$ cat config.mk
export PLATFORM = sky130hd
export DESIGN_NAME = vme_system_arbiter_flat
export DESIGN_NICKNAME = d
export VERILOG_FILES = /design/src/rtl/vme_system_arbiter_if.sv /design/src/rtl/vme_system_arbiter.sv /design/src/flat_wrapper.sv
export SDC_FILE = /design/constraint.sdc
export NUM_CORES = 1
export LEC_CHECK = 0
export ABC_AREA = 1
export CAP_MARGIN = 20
export CORE_UTILIZATION = 54
export CTS_CLUSTER_SIZE = 8
export DETAILED_ROUTE_END_ITERATION = 7
export DONT_BUFFER_PORTS = 1
export GPL_ROUTABILITY_DRIVEN = 1
export HOLD_SLACK_MARGIN = 0.15
export PLACE_DENSITY = 0.73
export SKIP_LAST_GASP = 1
export SLEW_MARGIN = 20
export SYNTH_ARGS = -nofsm -noshare
export SYNTH_HDL_FRONTEND = slang
export SYNTH_SLANG_ARGS = --single-unit
$ cat constraint.sdc
create_clock -name clock -period 2.2 [get_ports clock]
set_clock_uncertainty 0.15 [all_clocks]
set_input_delay 0.33 -clock clock [delete_from_list [all_inputs] [get_ports clock]]
set_output_delay 0.33 -clock clock [all_outputs]
set_load 0.01 [all_outputs]
$ cat src/rtl/vme_system_arbiter_if.sv
// Arbiter-side VME arbitration signals: request/busy inputs, grant/clear outputs and status.
// master = arbiter, slave = bus/backplane side.
interface vme_system_arbiter_if;
  logic       arb_enable;
  logic [3:0] vme_br;
  logic       vme_bbsy;
  logic [3:0] vme_bg_out;
  logic       vme_bclr;
  logic [1:0] owner_level;
  logic       bus_busy;
  logic       grant_timeout;

  modport master (
    input  arb_enable, vme_br, vme_bbsy,
    output vme_bg_out, vme_bclr, owner_level, bus_busy, grant_timeout
  );

  modport slave (
    output arb_enable, vme_br, vme_bbsy,
    input  vme_bg_out, vme_bclr, owner_level, bus_busy, grant_timeout
  );
endinterface

$ cat src/rtl/vme_system_arbiter.sv
// VME slot-1 bus arbiter (PRI or RRS) driving BGxOUT* and BCLR* from synchronized BR*/BBSY*.
// Latency: BR* low to BG* low in SYNC_STAGES+1 clocks; all outputs registered.
// Backpressure: none; grants wait for BBSY* idle, SETTLE time and arb_enable.
module vme_system_arbiter #(
  parameter int ROUND_ROBIN   = 0,
  parameter int SYNC_STAGES   = 2,
  parameter int GRANT_TIMEOUT = 64,
  parameter int SETTLE_CYCLES = 4
) (
  input logic                   clock,
  input logic                   reset,
  vme_system_arbiter_if.master  bus
);

  typedef enum logic [1:0] {IDLE, GRANT, BUSY, SETTLE} state_t;

  state_t     state_q, state_d;
  logic [3:0] bg_q, bg_d;
  logic       bclr_q, bclr_d;
  logic [1:0] owner_q, owner_d;
  logic       busy_q, busy_d;
  logic       to_q, to_d;
  logic [1:0] ptr_q, ptr_d;
  logic [7:0] tmr_q, tmr_d;
  logic [4:0] sync_q [SYNC_STAGES];
  logic [4:0] sync_d [SYNC_STAGES];

  logic [3:0] br_act;
  logic       bbsy_act;
  logic [1:0] sel;
  logic [1:0] idx;
  logic       preempt;

  always_comb begin
    sync_d[0] = {bus.vme_bbsy, bus.vme_br};
    for (int i = 1; i < SYNC_STAGES; i++) begin
      sync_d[i] = sync_q[i-1];
    end
  end

  assign br_act   = ~sync_q[SYNC_STAGES-1][3:0];
  assign bbsy_act = ~sync_q[SYNC_STAGES-1][4];

  // RRS scans pointer-4 first so that pointer-1 (scanned last) has the final say.
  always_comb begin
    sel = 2'd0;
    idx = 2'd0;
    if (ROUND_ROBIN != 0) begin
      for (int k = 4; k >= 1; k--) begin
        idx = ptr_q - 2'(k);
        if (br_act[idx]) sel = idx;
      end
    end else begin
      for (int i = 0; i < 4; i++) begin
        if (br_act[i]) sel = 2'(i);
      end
    end
  end

  always_comb begin
    if (ROUND_ROBIN != 0) preempt = |(br_act & ~(4'b0001 << owner_q));
    else                  preempt = |(br_act & (4'b1110 << owner_q));
  end

  always_comb begin
    state_d = state_q;
    bg_d    = bg_q;
    bclr_d  = bclr_q;
    owner_d = owner_q;
    busy_d  = busy_q;
    to_d    = 1'b0;
    ptr_d   = ptr_q;
    tmr_d   = tmr_q;
    case (state_q)
      IDLE: begin
        if (bus.arb_enable && (|br_act) && !bbsy_act) begin
          bg_d      = 4'b1111;
          bg_d[sel] = 1'b0;
          owner_d   = sel;
          tmr_d     = GRANT_TIMEOUT[7:0];
          state_d   = GRANT;
        end
      end
      GRANT: begin
        if (bbsy_act) begin
          bg_d    = 4'b1111;
          busy_d  = 1'b1;
          ptr_d   = owner_q;
          state_d = BUSY;
        end else if (tmr_q == 8'd1) begin
          bg_d    = 4'b1111;
          to_d    = 1'b1;
          tmr_d   = SETTLE_CYCLES[7:0];
          state_d = SETTLE;
        end else begin
          tmr_d = tmr_q - 8'd1;
        end
      end
      BUSY: begin
        if (!bbsy_act) begin
          bclr_d  = 1'b1;
          busy_d  = 1'b0;
          tmr_d   = SETTLE_CYCLES[7:0];
          state_d = SETTLE;
        end else if (preempt) begin
          bclr_d = 1'b0;
        end
      end
      SETTLE: begin
        if (tmr_q <= 8'd1) begin
          tmr_d   = 8'd0;
          state_d = IDLE;
        end else begin
          tmr_d = tmr_q - 8'd1;
        end
      end
      default: state_d = IDLE;
    endcase
  end

  always_ff @(posedge clock) begin
    if (reset) begin
      state_q <= IDLE;
      bg_q    <= 4'b1111;
      bclr_q  <= 1'b1;
      owner_q <= 2'd0;
      busy_q  <= 1'b0;
      to_q    <= 1'b0;
      ptr_q   <= 2'd0;
      tmr_q   <= 8'd0;
      for (int i = 0; i < SYNC_STAGES; i++) sync_q[i] <= 5'h1f;
    end else begin
      state_q <= state_d;
      bg_q    <= bg_d;
      bclr_q  <= bclr_d;
      owner_q <= owner_d;
      busy_q  <= busy_d;
      to_q    <= to_d;
      ptr_q   <= ptr_d;
      tmr_q   <= tmr_d;
      sync_q  <= sync_d;
    end
  end

  assign bus.vme_bg_out    = bg_q;
  assign bus.vme_bclr      = bclr_q;
  assign bus.owner_level   = owner_q;
  assign bus.bus_busy      = busy_q;
  assign bus.grant_timeout = to_q;

endmodule

$ cat src/flat_wrapper.sv
// flat-port wrapper written by rule: the top's interface ports become plain ports
module vme_system_arbiter_flat 
#(
  parameter int ROUND_ROBIN   = 0,
  parameter int SYNC_STAGES   = 2,
  parameter int GRANT_TIMEOUT = 64,
  parameter int SETTLE_CYCLES = 4
)
  (clock, reset, bus_arb_enable, bus_vme_br, bus_vme_bbsy, bus_vme_bg_out, bus_vme_bclr, bus_owner_level, bus_bus_busy, bus_grant_timeout);
  vme_system_arbiter_if bus_i ();
  input logic clock;
  input logic reset;
  input wire logic [$bits(bus_i.arb_enable)-1:0] bus_arb_enable;
  input wire logic [$bits(bus_i.vme_br)-1:0] bus_vme_br;
  input wire logic [$bits(bus_i.vme_bbsy)-1:0] bus_vme_bbsy;
  output wire logic [$bits(bus_i.vme_bg_out)-1:0] bus_vme_bg_out;
  output wire logic [$bits(bus_i.vme_bclr)-1:0] bus_vme_bclr;
  output wire logic [$bits(bus_i.owner_level)-1:0] bus_owner_level;
  output wire logic [$bits(bus_i.bus_busy)-1:0] bus_bus_busy;
  output wire logic [$bits(bus_i.grant_timeout)-1:0] bus_grant_timeout;
  assign bus_i.arb_enable = bus_arb_enable;
  assign bus_i.vme_br = bus_vme_br;
  assign bus_i.vme_bbsy = bus_vme_bbsy;
  assign bus_vme_bg_out = bus_i.vme_bg_out;
  assign bus_vme_bclr = bus_i.vme_bclr;
  assign bus_owner_level = bus_i.owner_level;
  assign bus_bus_busy = bus_i.bus_busy;
  assign bus_grant_timeout = bus_i.grant_timeout;
  vme_system_arbiter #(.ROUND_ROBIN(ROUND_ROBIN), .SYNC_STAGES(SYNC_STAGES), .GRANT_TIMEOUT(GRANT_TIMEOUT), .SETTLE_CYCLES(SETTLE_CYCLES)) u_core (.clock(clock), .reset(reset), .bus(bus_i));
endmodule
Word level (Yosys, flattened, before mapping):

Index checks and enable logic that the tools add are counted.

* register bits after elaboration: 29
* output and inout bits: 9
* word-level logic and storage cells: 72

* add/subtract/negate cells: 1
* order comparisons: 3
* equality and inequality tests: 10
* shift operators: 1
* multiplexer cells: 27
* bitwise logic cells: 5
* reductions and logical operators: 16

Operators by type and width (number)
* $mux 8: 5
* $pmux 8 s4: 1
* $mux 2: 7
* $mux 4: 3
* $reduce_and 3->1: 3
* $eq 8x1->1 const B: 1
* $le 8x1->1 const B: 1
* $ne 2x1->1 const B: 4
* $not 4->4: 2
* $pmux 2 s4: 1
* $pmux 4 s2: 1
* $reduce_or 4->1: 2
* $sub 8x1->8 const B: 1
* $mux 1: 7
* $reduce_bool 2->1: 3
* $and 4x4->4: 1
* $eq 2x2->1 const B: 2
* $reduce_and 2->1: 2
* $reduce_and 4->1: 1
* $shl 4x2->4 const A: 1
* $logic_and 1x1->1: 3
* $lt 2x3->1 const B: 1
* $ne 3x3->1 const B: 1
* $reduce_or 3->1: 1
* other kinds (7): 8

Longest topological paths before layout:

Gate-level depths: netlist (run 1).

* depth in word-level cells: 11
* mapped depth: 11
* gate-level depth less buffers: 11

Worst setup path after synthesis (run 1):

Ideal clock, no wire load.

* path type: reg2reg
* start point: reg u_core.state_q[1]
* end point: reg u_core.tmr_q[7]
* arrival: 1.306 ns
* required time: 1.935 ns
* slack: 0.629 ns
* stages on the path, launching flop included: 11
* path buffers: 0
* period minus slack after synthesis: 1.571 ns
* cells stage by stage: dfxtp_1 -> inv_1 -> ha_1 -> inv_1 -> nor2_1 -> inv_1 -> nand3_4 -> nor2_2 -> nand2_1 -> nand3_1 -> nor2_1

* longest elaborated chain between the ends: 3
* elaborated cells between the ends (all ways): 9
* those cells by class: eq/ne (6); mux (1); reduce/logical (2)

RTL lines
* from (decl): RTL line vme_system_arbiter.sv:17 `state_t state_q, state_d;`
* from (signal assigned): RTL line vme_system_arbiter.sv:133 `state_q <= state_d;`
* $eq 2x2->1 (tied with other cells): RTL line vme_system_arbiter.sv:74 `case (state_q)`
* $ne 2x1->1 (no source line)
* $reduce_and 3->1 (no source line)
* to (signal assigned): RTL line vme_system_arbiter.sv:140 `tmr_q <= tmr_d;`
* to (decl): RTL line vme_system_arbiter.sv:24 `logic [7:0] tmr_q, tmr_d;`

Parallel ways exist; a longest one is shown, timed or not.
A chain may end at the register's enable or synchronous reset.

Final worst setup path (run 1):

Same ends and word-level chain as after synthesis.

==> report_table.html, run 1 <==
<table>
<tr><th>Metric</th><th>Value</th></tr>
<tr><th colspan="2">Outcome</th></tr>
<tr><td>Result of the run</td><td>finished, final reports clean</td></tr>
<tr><th colspan="2">Floorplanning</th></tr>
<tr><td>Total Die Area</td><td>2800 um^2</td></tr>
<tr><td>Horizontal die dimension</td><td>52.9 um</td></tr>
<tr><td>I/O pins</td><td>17</td></tr>
<tr><td>Floorplan core area</td><td>2450 um^2</td></tr>
<tr><td>Die outline height</td><td>52.9 um</td></tr>
<tr><td>Starting density of the core</td><td>57.1%</td></tr>
<tr><td>Standard-cell rows</td><td>18</td></tr>
<tr><th colspan="2">Critical path</th></tr>
<tr><td>Peak fanout along the critical path</td><td>6</td></tr>
<tr><td>Required time reported for the critical path endpoint</td><td>2.28 ns</td></tr>
<tr><td>CP max stage cell</td><td>sky130_fd_sc_hd__dfxtp_1</td></tr>
<tr><td>Most common cell on crit path</td><td>sky130_fd_sc_hd__inv_1</td></tr>
<tr><td>Longest individual stage delay on the worst path</td><td>0.38 ns</td></tr>
<tr><td>Capturing element type of the critical path</td><td>flop</td></tr>
<tr><td>Crit path launch type</td><td>flop</td></tr>
<tr><td>Data arrival time of the critical path</td><td>1.86 ns</td></tr>
<tr><td>Critical Setup Path Class</td><td>flop to flop</td></tr>
<tr><td>Cell-by-cell listing of the critical path</td><td>inv_1, ha_1, inv_1, nor2_1, inv_1, nand3_4, nor2_2, nand2_1, nand3_1, nor2_1</td></tr>
<tr><th colspan="2">Synthesis</th></tr>
<tr><td>Post-synth EDFFs</td><td>0</td></tr>
<tr><td>Share of synthesized cell area in and, or, nand and nor gates</td><td>31.1%</td></tr>
<tr><td>Post-synthesis share of cell area spent on xor and xnor gates</td><td>1.25%</td></tr>
<tr><td>Distinct cell type count of the synthesized netlist</td><td>27</td></tr>
<tr><td>Fraction of registers with async set/reset</td><td>0%</td></tr>
<tr><td>Yosys warning count</td><td>0</td></tr>
<tr><td>Mean area per synthesized cell</td><td>7.87 um^2</td></tr>
<tr><td>Share of the yosys chip area belonging to registers</td><td>41.4%</td></tr>
<tr><td>Largest family of logic cells by synthesized area</td><td>simple AND/OR/NAND/NOR gates</td></tr>
<tr><td>Multiplexer area fraction after synthesis</td><td>0%</td></tr>
<tr><td>Main synth FF type</td><td>sky130_fd_sc_hd__dfxtp_1</td></tr>
<tr><td>Largest cells by area after synthesis</td><td>sky130_fd_sc_hd__dfxtp_1, sky130_fd_sc_hd__nand2_1, sky130_fd_sc_hd__inv_1</td></tr>
<tr><td>Cell type with the highest aggregate area in the netlist</td><td>sky130_fd_sc_hd__dfxtp_1</td></tr>
<tr><td>Nets in the synthesized netlist</td><td>193</td></tr>
<tr><td>Compound-Gate Fraction of Synth Area</td><td>12.7%</td></tr>
<tr><td>Register bit total from synthesis</td><td>29</td></tr>
<tr><td>Synthesized instance count</td><td>178</td></tr>
<tr><td>Proportion of netlist area held by the largest area contributor</td><td>41.4%</td></tr>
<tr><td>Synth Area in Adders</td><td>6.25%</td></tr>
<tr><td>Cell area after synthesis</td><td>1400 um^2</td></tr>
<tr><th colspan="2">Pwr</th></tr>
<tr><td>Leakage power summed over all cells</td><td>0.703 nW</td></tr>
<tr><td>Power after layout</td><td>2.00 mW</td></tr>
<tr><td>Power Density</td><td>1300 nW/um^2</td></tr>
<tr><td>VDD IR max</td><td>784 uV</td></tr>
<tr><th colspan="2">Timing</th></tr>
<tr><td>Slew at the pin closest to its max-slew limit</td><td>0.524 ns</td></tr>
<tr><td>Summed negative setup slack over all endpoints</td><td>0 ns</td></tr>
<tr><td>RSZ-0062 raised after global routing</td><td>false</td></tr>
<tr><td>Relative slew slack</td><td>65.0%</td></tr>
<tr><td>Final worst path period need</td><td>1.78 ns</td></tr>
<tr><td>Count of endpoints failing hold in the final timing report</td><td>0</td></tr>
<tr><td>Fin. max-slew vios</td><td>0</td></tr>
<tr><td>Final Setup Violations</td><td>0</td></tr>
<tr><td>Period Utilization, post-route</td><td>80.9%</td></tr>
<tr><td>Smallest setup slack after layout</td><td>0.420 ns</td></tr>
<tr><td>Max Freq</td><td>562 MHz</td></tr>
<tr><th colspan="2">Flow run</th></tr>
<tr><td>Max Cap Viol</td><td>0</td></tr>
<tr><th colspan="2">Clock tree</th></tr>
<tr><td>Root buf cell</td><td>sky130_fd_sc_hd__clkbuf_4</td></tr>
<tr><td>TritonCTS clock tree</td><td>yes</td></tr>
<tr><td>Clock latency at the later pin of the worst-skew pair</td><td>0.33 ns</td></tr>
<tr><td>Setup Buffers After CTS</td><td>0</td></tr>
<tr><td>Post-cts sizing count</td><td>0</td></tr>
<tr><td>Clock sink count</td><td>29</td></tr>
<tr><td>Post-CTS clock slew at the launch and capture registers of the worst setup and hold paths</td><td>0.09 ns</td></tr>
<tr><td>CTS H-tree lvls</td><td>2</td></tr>
<tr><td>Number of buffers inserted during clock tree synthesis</td><td>5</td></tr>
<tr><td>Clock Tree Buf Depth</td><td>2</td></tr>
<tr><th colspan="2">Cells and area</th></tr>
<tr><td>Number of nets in the layout</td><td>205</td></tr>
<tr><td>Number of antenna cells inserted</td><td>0</td></tr>
<tr><td>Most frequent standard cell in the layout excluding fill and tap cells</td><td>sky130_fd_sc_hd__nand2_1</td></tr>
<tr><td>Relative area change from synthesis to final layout</td><td>10.4%</td></tr>
<tr><td>Final instance area</td><td>1550 um^2</td></tr>
<tr><td>Fraction of final layout cells sized beyond drive strength 1</td><td>17.8%</td></tr>
<tr><td>Highest-count cells in the layout ignoring fill and taps</td><td>sky130_fd_sc_hd__nand2_1, sky130_fd_sc_hd__dfxtp_1, sky130_fd_sc_hd__inv_1</td></tr>
<tr><th colspan="2">Global route</th></tr>
<tr><td>Total overflow reported by the global router</td><td>0</td></tr>
<tr><td>Vias in the first global route</td><td>1058</td></tr>
<tr><td>Total global routing track utilization</td><td>22.0%</td></tr>
<tr><td>Antenna violations before repair</td><td>0</td></tr>
<tr><td>Global-route wire length before repair</td><td>4280 um</td></tr>
<tr><td>Maximum number of pins on one net before global-route repair</td><td>18</td></tr>
<tr><th colspan="2">Drt</th></tr>
<tr><td>Post-route ant nets</td><td>0</td></tr>
<tr><td>First DRT Iteration DRCs</td><td>17</td></tr>
<tr><td>Post-DR vias/cell</td><td>5.20</td></tr>
<tr><td>Detailed-route via count</td><td>1150</td></tr>
<tr><td>Wire length per cell</td><td>11.9 um</td></tr>
<tr><td>Remaining routing DRC violations</td><td>0</td></tr>
<tr><td>Pre-Repair DR Iteration Count</td><td>4</td></tr>
<tr><td>Wire length reported by the detailed router</td><td>2640 um</td></tr>
<tr><th colspan="2">Placement</th></tr>
<tr><td>Final Wtd Congestion</td><td>0.830</td></tr>
<tr><td>Placed Instance Area</td><td>1440 um^2</td></tr>
<tr><td>Post-DP HPWL</td><td>1940 um</td></tr>
<tr><td>Count of input and output buffers</td><td>0</td></tr>
<tr><td>Worst slack at placement</td><td>0.431 ns</td></tr>
<tr><th colspan="2">Worst hold path</th></tr>
<tr><td>Worst min path class</td><td>primary input to flop</td></tr>
</table>
flip-flops by register name, summed over array words and instances (netlist names):
register / flops
u_core.tmr_q: 8
u_core.bus.owner_level: 2
u_core.bus.bus_busy: 1
u_core.sync_d: 5
u_core.bus.grant_timeout: 1
u_core.bus.vme_bclr: 1
u_core.sync_q: 5
u_core.state_q: 2
u_core.bus.vme_bg_out: 4
stage by stage:
stage          std cells  utilization (%)  hold slack (ns)
2_1_floorplan        178                -            0.239
3_3_place_gp         207             58.5            0.245
3_5_place_dp         207             58.5            0.247
4_1_cts              221             63.0            0.234
5_1_grt              221             63.0            0.236
6_report             221             63.0            0.254
where the power goes:
part / switching, mW / total, mW / leakage [nW] / internal [mW]
clock: 0.180 / 0.301 / 0.0320 / 0.121
sequential: 0.136 / 0.793 / 0.239 / 0.657
combinational: 0.572 / 0.911 / 0.432 / 0.339
total: 0.888 / 2.00 / 0.703 / 1.12
area by class of cell:
cell class	instances	area, um^2
clock buffer	6	41.3
inverter	25	98.8
fill	219	908
multi-input combinational	123	718
timing repair buffer	6	60.1
clock inverter	2	10.0
tap	30	37.5
sequential	29	581
path summary, 6_finish.rpt:
kind	slack, ns	endpoint	depth (start not counted)	startpoint
worst min-delay path	0.25	u_core.bus.owner_level[0]$_SDFFE_PP0P_	4	bus_arb_enable
worst max register to register	0.42	u_core.tmr_q[7]$_SDFFE_PP0P_	10	u_core.state_q[1]$_SDFFE_PP0P_
worst min register to register	0.26	u_core.sync_q[2]$_SDFF_PP1_	1	u_core.sync_d[2]$_SDFF_PP1_
worst max-delay path	0.42	u_core.tmr_q[7]$_SDFFE_PP0P_	10	u_core.state_q[1]$_SDFFE_PP0P_
synthesized netlist by cell type (2+ instances only):
cell type,count
sky130_fd_sc_hd__nand2_4,3
sky130_fd_sc_hd__nor2_1,14
sky130_fd_sc_hd__nand3_1,12
sky130_fd_sc_hd__a21oi_1,11
sky130_fd_sc_hd__o21ai_0,11
sky130_fd_sc_hd__nor3_1,3
sky130_fd_sc_hd__inv_1,24
sky130_fd_sc_hd__nand2_1,32
sky130_fd_sc_hd__nor2_2,4
sky130_fd_sc_hd__ha_1,7
sky130_fd_sc_hd__dfxtp_1,29
sky130_fd_sc_hd__or2_2,10
sky130_fd_sc_hd__nand2_2,2
sky130_fd_sc_hd__a21oi_2,3
timing repair:
item,4_1_cts,5_1_grt
hold buffers,6,0
endpoints found under the setup margin,0,0
endpoints found under the hold margin,18,0
per-layer routing:
metal | vias up | share of wire (%) | track usage, %
li1 | 596 | - | -
met5 | - | 0 | 0
met2 | 25 | 50 | 38.2
met3 | 6 | 6.0 | 10.1
met4 | 0 | 1.7 | 9.21
met1 | 523 | 42 | 22.7
worst max-delay path, delay by kind of cell, from the launching register on:
kind | cells | cell delay, ns
adders and majority gates | 1 | 0.27
buffers and inverters | 3 | 0.38
DFF | 1 | 0.38
and+or+nand+nor | 6 | 0.50
logic make-up after synthesis:
family,count (synthesis)
AND/OR/NAND/NOR,85
AO/OA/AOI/OAI,29
flip-flops,29
buffers and inverters,26
adder cells (fa/ha/maj),7
XOR/XNOR,2
No activity file was read; power rests on OpenSTA's default activity.
==> inputs of run 2 (changes only) <==
--- a/config.mk
+++ b/config.mk
@@ -5,7 +5,7 @@
 export SDC_FILE = /design/constraint.sdc
 export NUM_CORES = 1
 export LEC_CHECK = 0
-export ABC_AREA = 1
+export ABC_AREA = 0
 export CAP_MARGIN = 20
 export CORE_UTILIZATION = 54
 export CTS_CLUSTER_SIZE = 8
==> constraint.sdc (replaced) <==
create_clock -name clock -period 1.7 [get_ports clock]
set_clock_uncertainty 0.15 [all_clocks]
set_input_delay 0.255 -clock clock [delete_from_list [all_inputs] [get_ports clock]]
set_output_delay 0.255 -clock clock [all_outputs]
set_load 0.01 [all_outputs]
==> report_table.html, run 2 <==
<table>
<tr><th>Metric</th><th>Value</th></tr>
<tr><th colspan="2">Outcome</th></tr>
<tr><td>Result of the run</td><td>complete, but fails checks</td></tr>
<tr><td>Failing checks</td><td>setup timing</td></tr>
<tr><th colspan="2">Synthesis</th></tr>
<tr><td>Distinct cell type count of the synthesized netlist</td><td>46 (+70%)</td></tr>
<tr><td>Largest cells by area after synthesis</td><td>sky130_fd_sc_hd__dfxtp_1, sky130_fd_sc_hd__ha_1, sky130_fd_sc_hd__mux2i_1</td></tr>
<tr><td>Post-synth EDFFs</td><td>0 (unchanged)</td></tr>
<tr><td>Cell type with the highest aggregate area in the netlist</td><td>sky130_fd_sc_hd__dfxtp_1</td></tr>
<tr><td>Cell area after synthesis</td><td>1390 um^2 (-1.1%)</td></tr>
<tr><td>Nets in the synthesized netlist</td><td>168 (-13%)</td></tr>
<tr><td>Top-count cell post-synth</td><td>sky130_fd_sc_hd__dfxtp_1</td></tr>
<tr><td>Top cells by count, synth</td><td>sky130_fd_sc_hd__dfxtp_1, sky130_fd_sc_hd__nor2_1, sky130_fd_sc_hd__nand2_1, sky130_fd_sc_hd__or2_2, sky130_fd_sc_hd__inv_1</td></tr>
<tr><td>Yosys warning count</td><td>0 (unchanged)</td></tr>
<tr><td>Register bit total from synthesis</td><td>29 (unchanged)</td></tr>
<tr><td>Main synth FF type</td><td>sky130_fd_sc_hd__dfxtp_1</td></tr>
<tr><td>Proportion of netlist area held by the largest area contributor</td><td>41.9% (+0.45 points)</td></tr>
<tr><td>Synthesized instance count</td><td>153 (-14%)</td></tr>
<tr><td>Share of the yosys chip area belonging to registers</td><td>41.9% (+0.45 points)</td></tr>
<tr><td>Fraction of registers with async set/reset</td><td>0% (unchanged)</td></tr>
<tr><td>Mean area per synthesized cell</td><td>9.06 um^2 (+15%)</td></tr>
<tr><th colspan="2">Flow run</th></tr>
<tr><td>Max Cap Viol</td><td>0 (unchanged)</td></tr>
<tr><th colspan="2">Placement</th></tr>
<tr><td>Count of input and output buffers</td><td>0 (unchanged)</td></tr>
<tr><td>Placed Instance Area</td><td>1710 um^2 (+19%)</td></tr>
<tr><td>Final Wtd Congestion</td><td>0.996 (+20%)</td></tr>
<tr><td>Post-DP HPWL</td><td>2430 um (+26%)</td></tr>
<tr><td>Count of placed standard cells including taps</td><td>214 (+3.4%)</td></tr>
<tr><td>Worst slack at placement</td><td>-0.294 ns (-0.726 ns)</td></tr>
<tr><th colspan="2">Clock tree</th></tr>
<tr><td>CTS H-tree lvls</td><td>2 (unchanged)</td></tr>
<tr><td>Number of buffers inserted during clock tree synthesis</td><td>5 (unchanged)</td></tr>
<tr><td>Clock latency at the later pin of the worst-skew pair</td><td>0.35 ns (+0.02 ns)</td></tr>
<tr><td>Post-CTS clock slew at the launch and capture registers of the worst setup and hold paths</td><td>0.09 ns (about the same)</td></tr>
<tr><td>Root buf cell</td><td>sky130_fd_sc_hd__clkbuf_4</td></tr>
<tr><td>TritonCTS clock tree</td><td>yes</td></tr>
<tr><td>Clock sink count</td><td>29 (unchanged)</td></tr>
<tr><td>Clock Tree Buf Depth</td><td>2 (unchanged)</td></tr>
<tr><th colspan="2">Drt</th></tr>
<tr><td>Remaining routing DRC violations</td><td>0 (unchanged)</td></tr>
<tr><td>Wire length per cell</td><td>22.3 um (+87%)</td></tr>
<tr><td>Post-route ant nets</td><td>0 (unchanged)</td></tr>
<tr><td>Wire length reported by the detailed router</td><td>5320 um (+100%)</td></tr>
<tr><td>First DRT Iteration DRCs</td><td>93 (+76)</td></tr>
<tr><td>Detailed-route via count</td><td>1594 (+39%)</td></tr>
<tr><td>Post-DR vias/cell</td><td>6.67 (+28%)</td></tr>
<tr><td>Pre-Repair DR Iteration Count</td><td>5 (+1)</td></tr>
<tr><th colspan="2">Cells and area</th></tr>
<tr><td>Final instance area</td><td>2130 um^2 (+38%)</td></tr>
<tr><td>Number of nets in the layout</td><td>226 (+10%)</td></tr>
<tr><td>Number of antenna cells inserted</td><td>0 (unchanged)</td></tr>
<tr><td>Filler cell count in the final layout</td><td>90 (-59%)</td></tr>
<tr><td>Top reg by flops</td><td>u_core.tmr_q</td></tr>
<tr><td>Post-route insts no fill</td><td>239 (+8.1%)</td></tr>
<tr><td>Largest register FFs</td><td>8 (unchanged)</td></tr>
<tr><td>Most frequent standard cell in the layout excluding fill and tap cells</td><td>sky130_fd_sc_hd__buf_4</td></tr>
<tr><td>Fraction of final layout cells sized beyond drive strength 1</td><td>44.5% (+27 points)</td></tr>
<tr><td>Highest-count cells in the layout ignoring fill and taps</td><td>sky130_fd_sc_hd__buf_4, sky130_fd_sc_hd__dfxtp_1, sky130_fd_sc_hd__nor2_1</td></tr>
<tr><td>Relative area change from synthesis to final layout</td><td>53.9%</td></tr>
<tr><th colspan="2">Global route</th></tr>
<tr><td>Most crowded layer after global routing</td><td>met2</td></tr>
<tr><td>Met3 layer usage reported by global route</td><td>15.9% (+5.9 points)</td></tr>
<tr><td>Antenna violations before repair</td><td>0 (unchanged)</td></tr>
<tr><td>Global routing usage on met1</td><td>41.3% (+19 points)</td></tr>
<tr><td>Global-route met2 utilization</td><td>64.1% (+26 points)</td></tr>
<tr><td>Total global routing track utilization</td><td>38.4% (+16 points)</td></tr>
<tr><td>Vias in the first global route</td><td>1569 (+48%)</td></tr>
<tr><td>Total overflow reported by the global router</td><td>0 (unchanged)</td></tr>
<tr><td>Maximum number of pins on one net before global-route repair</td><td>26 (+8)</td></tr>
<tr><td>Global-route wire length before repair</td><td>7410 um (+73%)</td></tr>
<tr><th colspan="2">Pwr</th></tr>
<tr><td>Combinational fraction of design power</td><td>50.7% (+5.3 points)</td></tr>
<tr><td>Sequential fraction of design power</td><td>29.5% (-10 points)</td></tr>
<tr><td>Leakage power summed over all cells</td><td>0.923 nW (+31%)</td></tr>
<tr><td>VDD IR max</td><td>1080 uV (+38%)</td></tr>
<tr><td>Part of the total power dissipated in the clock network</td><td>19.8% (+4.8 points)</td></tr>
<tr><td>Power Density</td><td>1320 nW/um^2 (+1.6%)</td></tr>
<tr><td>Net switching power figure</td><td>1.08 mW (+22%)</td></tr>
<tr><td>Cell-internal power</td><td>1.73 mW (+55%)</td></tr>
<tr><td>Sw Share</td><td>38.4% (-5.9 points)</td></tr>
<tr><th colspan="2">Critical path</th></tr>
<tr><td>Cell-by-cell listing of the critical path</td><td>inv_2, buf_4, ha_4, nor4b_4, a21oi_2, nand3_2, o311ai_0</td></tr>
<tr><td>Data arrival time of the critical path</td><td>2.10 ns (+0.24 ns)</td></tr>
<tr><td>Required time reported for the critical path endpoint</td><td>1.73 ns (-0.55 ns)</td></tr>
<tr><td>Crit path launch type</td><td>flop</td></tr>
<tr><td>Worst r2r dst</td><td>u_core.tmr_q[5]$_SDFFE_PP0P_</td></tr>
<tr><td>Critical Setup Path Class</td><td>flop to flop</td></tr>
<tr><td>Longest individual stage delay on the worst path</td><td>0.46 ns (+0.08 ns)</td></tr>
<tr><td>Worst Reg-to-Reg Cells</td><td>7 (-3)</td></tr>
<tr><td>Peak fanout along the critical path</td><td>4 (-2)</td></tr>
<tr><td>Reg-to-reg slack, setup</td><td>-0.37 ns (-0.79 ns)</td></tr>
<tr><td>Launch instance of the worst register-to-register path</td><td>u_core.tmr_q[1]$_SDFFE_PP0P_</td></tr>
<tr><td>CP max stage cell</td><td>sky130_fd_sc_hd__o311ai_0</td></tr>
<tr><td>Capturing element type of the critical path</td><td>flop</td></tr>
<tr><th colspan="2">Timing</th></tr>
<tr><td>Slew at the pin closest to its max-slew limit</td><td>1.05 ns (+0.522 ns)</td></tr>
<tr><td>Final worst path period need</td><td>2.07 ns (+0.290 ns)</td></tr>
<tr><td>Fin. max-slew vios</td><td>0 (unchanged)</td></tr>
<tr><td>Max Freq</td><td>483 MHz (-14%)</td></tr>
<tr><td>Final Setup Violations</td><td>16 (+16)</td></tr>
<tr><td>RSZ-0062 raised after global routing</td><td>true</td></tr>
<tr><td>Smallest setup slack after layout</td><td>-0.370 ns (-0.790 ns)</td></tr>
<tr><td>Relative slew slack</td><td>30.3% (-35 points)</td></tr>
<tr><td>Period Utilization, post-route</td><td>122% (+41 points)</td></tr>
<tr><td>Worst Hold Slack</td><td>0.272 ns (+0.0176 ns)</td></tr>
<tr><td>Count of endpoints failing hold in the final timing report</td><td>0 (unchanged)</td></tr>
<tr><th colspan="2">Worst hold path</th></tr>
<tr><td>Min-Delay Endpoint</td><td>u_core.sync_q[3]$_SDFF_PP1_</td></tr>
<tr><td>Hold depth</td><td>1 (-3)</td></tr>
<tr><td>Worst min path class</td><td>flop to flop</td></tr>
<tr><td>Worst hold start</td><td>u_core.sync_d[3]$_SDFF_PP1_</td></tr>
<tr><th colspan="2">Floorplanning</th></tr>
<tr><td>I/O pins</td><td>17 (unchanged)</td></tr>
<tr><td>Starting density of the core</td><td>59.8% (+2.7 points)</td></tr>
<tr><td>Die outline height</td><td>52.7 um (-0.51%)</td></tr>
<tr><td>Floorplan core area</td><td>2320 um^2 (-5.6%)</td></tr>
<tr><td>Total Die Area</td><td>2770 um^2 (-1.0%)</td></tr>
<tr><td>Standard-cell rows</td><td>17 (-1)</td></tr>
<tr><td>Horizontal die dimension</td><td>52.7 um (-0.51%)</td></tr>
</table>
run 2: cell count changes after synthesis, moves of 4 or more:
cell                      change
sky130_fd_sc_hd__nand3_1      -9
sky130_fd_sc_hd__mux2i_1      +7
sky130_fd_sc_hd__inv_1       -16
sky130_fd_sc_hd__o21ai_0      -5
sky130_fd_sc_hd__nand2_1     -22
sky130_fd_sc_hd__nor2_2       -4
sky130_fd_sc_hd__a21oi_1      -5
run 2: worst max-delay path: cells and delay by family (launching register included):
kind,cells,cell delay [ns]
AND/OR/NAND/NOR,2,0.29
adder cells (fa/ha/maj),1,0.17
flip-flops,1,0.37
AO/OA/AOI/OAI,2,0.72
buffers and inverters,2,0.20
run 2: cell type report:
type / count / area, um^2 / share of cell area, %
Clock inverter: 2 / 35.0 / 1.64
Timing Repair Buffer: 55 / 465 / 21.8
Inverter: 8 / 30.0 / 1.41
Clock buffer: 5 / 37.5 / 1.76
Tap cell: 28 / 35.0 / 1.64
Multi-Input combinational cell: 112 / 941 / 44.1
Sequential cell: 29 / 589 / 27.6
run 2: power by group through the flow:
stage	clock, mW	sequential [mW]	combinational (mW)
global placement	0	0.811	0.965
global route	0.577	0.837	1.49
detailed placement	0	0.815	1.00
CTS	0.540	0.821	1.20
finish	0.557	0.828	1.42
floorplan	0	0.825	0.562
run 2: worst max-delay path by stage:
stage,from,endpoint,slack (ns)
after floorplan,u_core.tmr_q[5]$_SDFFE_PP0P_,u_core.state_q[1]$_SDFFE_PP0P_,-0.23
after global placement,u_core.tmr_q[5]$_SDFFE_PP0P_,u_core.state_q[1]$_SDFFE_PP0P_,-0.23
after detailed placement,u_core.tmr_q[1]$_SDFFE_PP0P_,u_core.tmr_q[5]$_SDFFE_PP0P_,-0.29
after CTS,u_core.tmr_q[5]$_SDFFE_PP0P_,u_core.state_q[1]$_SDFFE_PP0P_,-0.28
after global routing,u_core.tmr_q[1]$_SDFFE_PP0P_,u_core.tmr_q[5]$_SDFFE_PP0P_,-0.48
final,u_core.tmr_q[1]$_SDFFE_PP0P_,u_core.tmr_q[5]$_SDFFE_PP0P_,-0.37
run 2: stage by stage:
step | util, % | setup TNS, ns | power (mW)
floorplan | - | -1.14 | 1.39
global placement | 73.6 | -1.43 | 1.78
detailed placement | 73.6 | -2.67 | 1.82
CTS | 88.3 | -2.09 | 2.56
global route | 92.0 | -3.67 | 2.90
finish | 92.0 | -2.71 | 2.81
run 2: cell families after synthesis:
logic type | after synthesis | synth area share (%)
buffers and inverters | 12 | 3.25
multiplexers | 7 | 5.05
AO/OA/AOI/OAI | 37 | 19.3
AND/OR/NAND/NOR | 60 | 23.6
adder cells (fa/ha/maj) | 7 | 6.32
flip-flops | 29 | 41.9
XOR/XNOR | 1 | 0.632
run 2: per-layer routing:
layer / vias to the layer above / part of all wire (%)
met5: - / 0
met4: 0 / 6.1
met3: 48 / 9.8
met2: 133 / 48
met1: 741 / 37
li1: 672 / -
run 2: what timing repair did:
item,4_1_cts,5_1_grt
endpoints found under the setup margin,14,14
endpoints found under the hold margin,28,0
hold buffers,11,0
gates resized for setup,28,17
buffers inserted,5,4
pin swaps,7,10
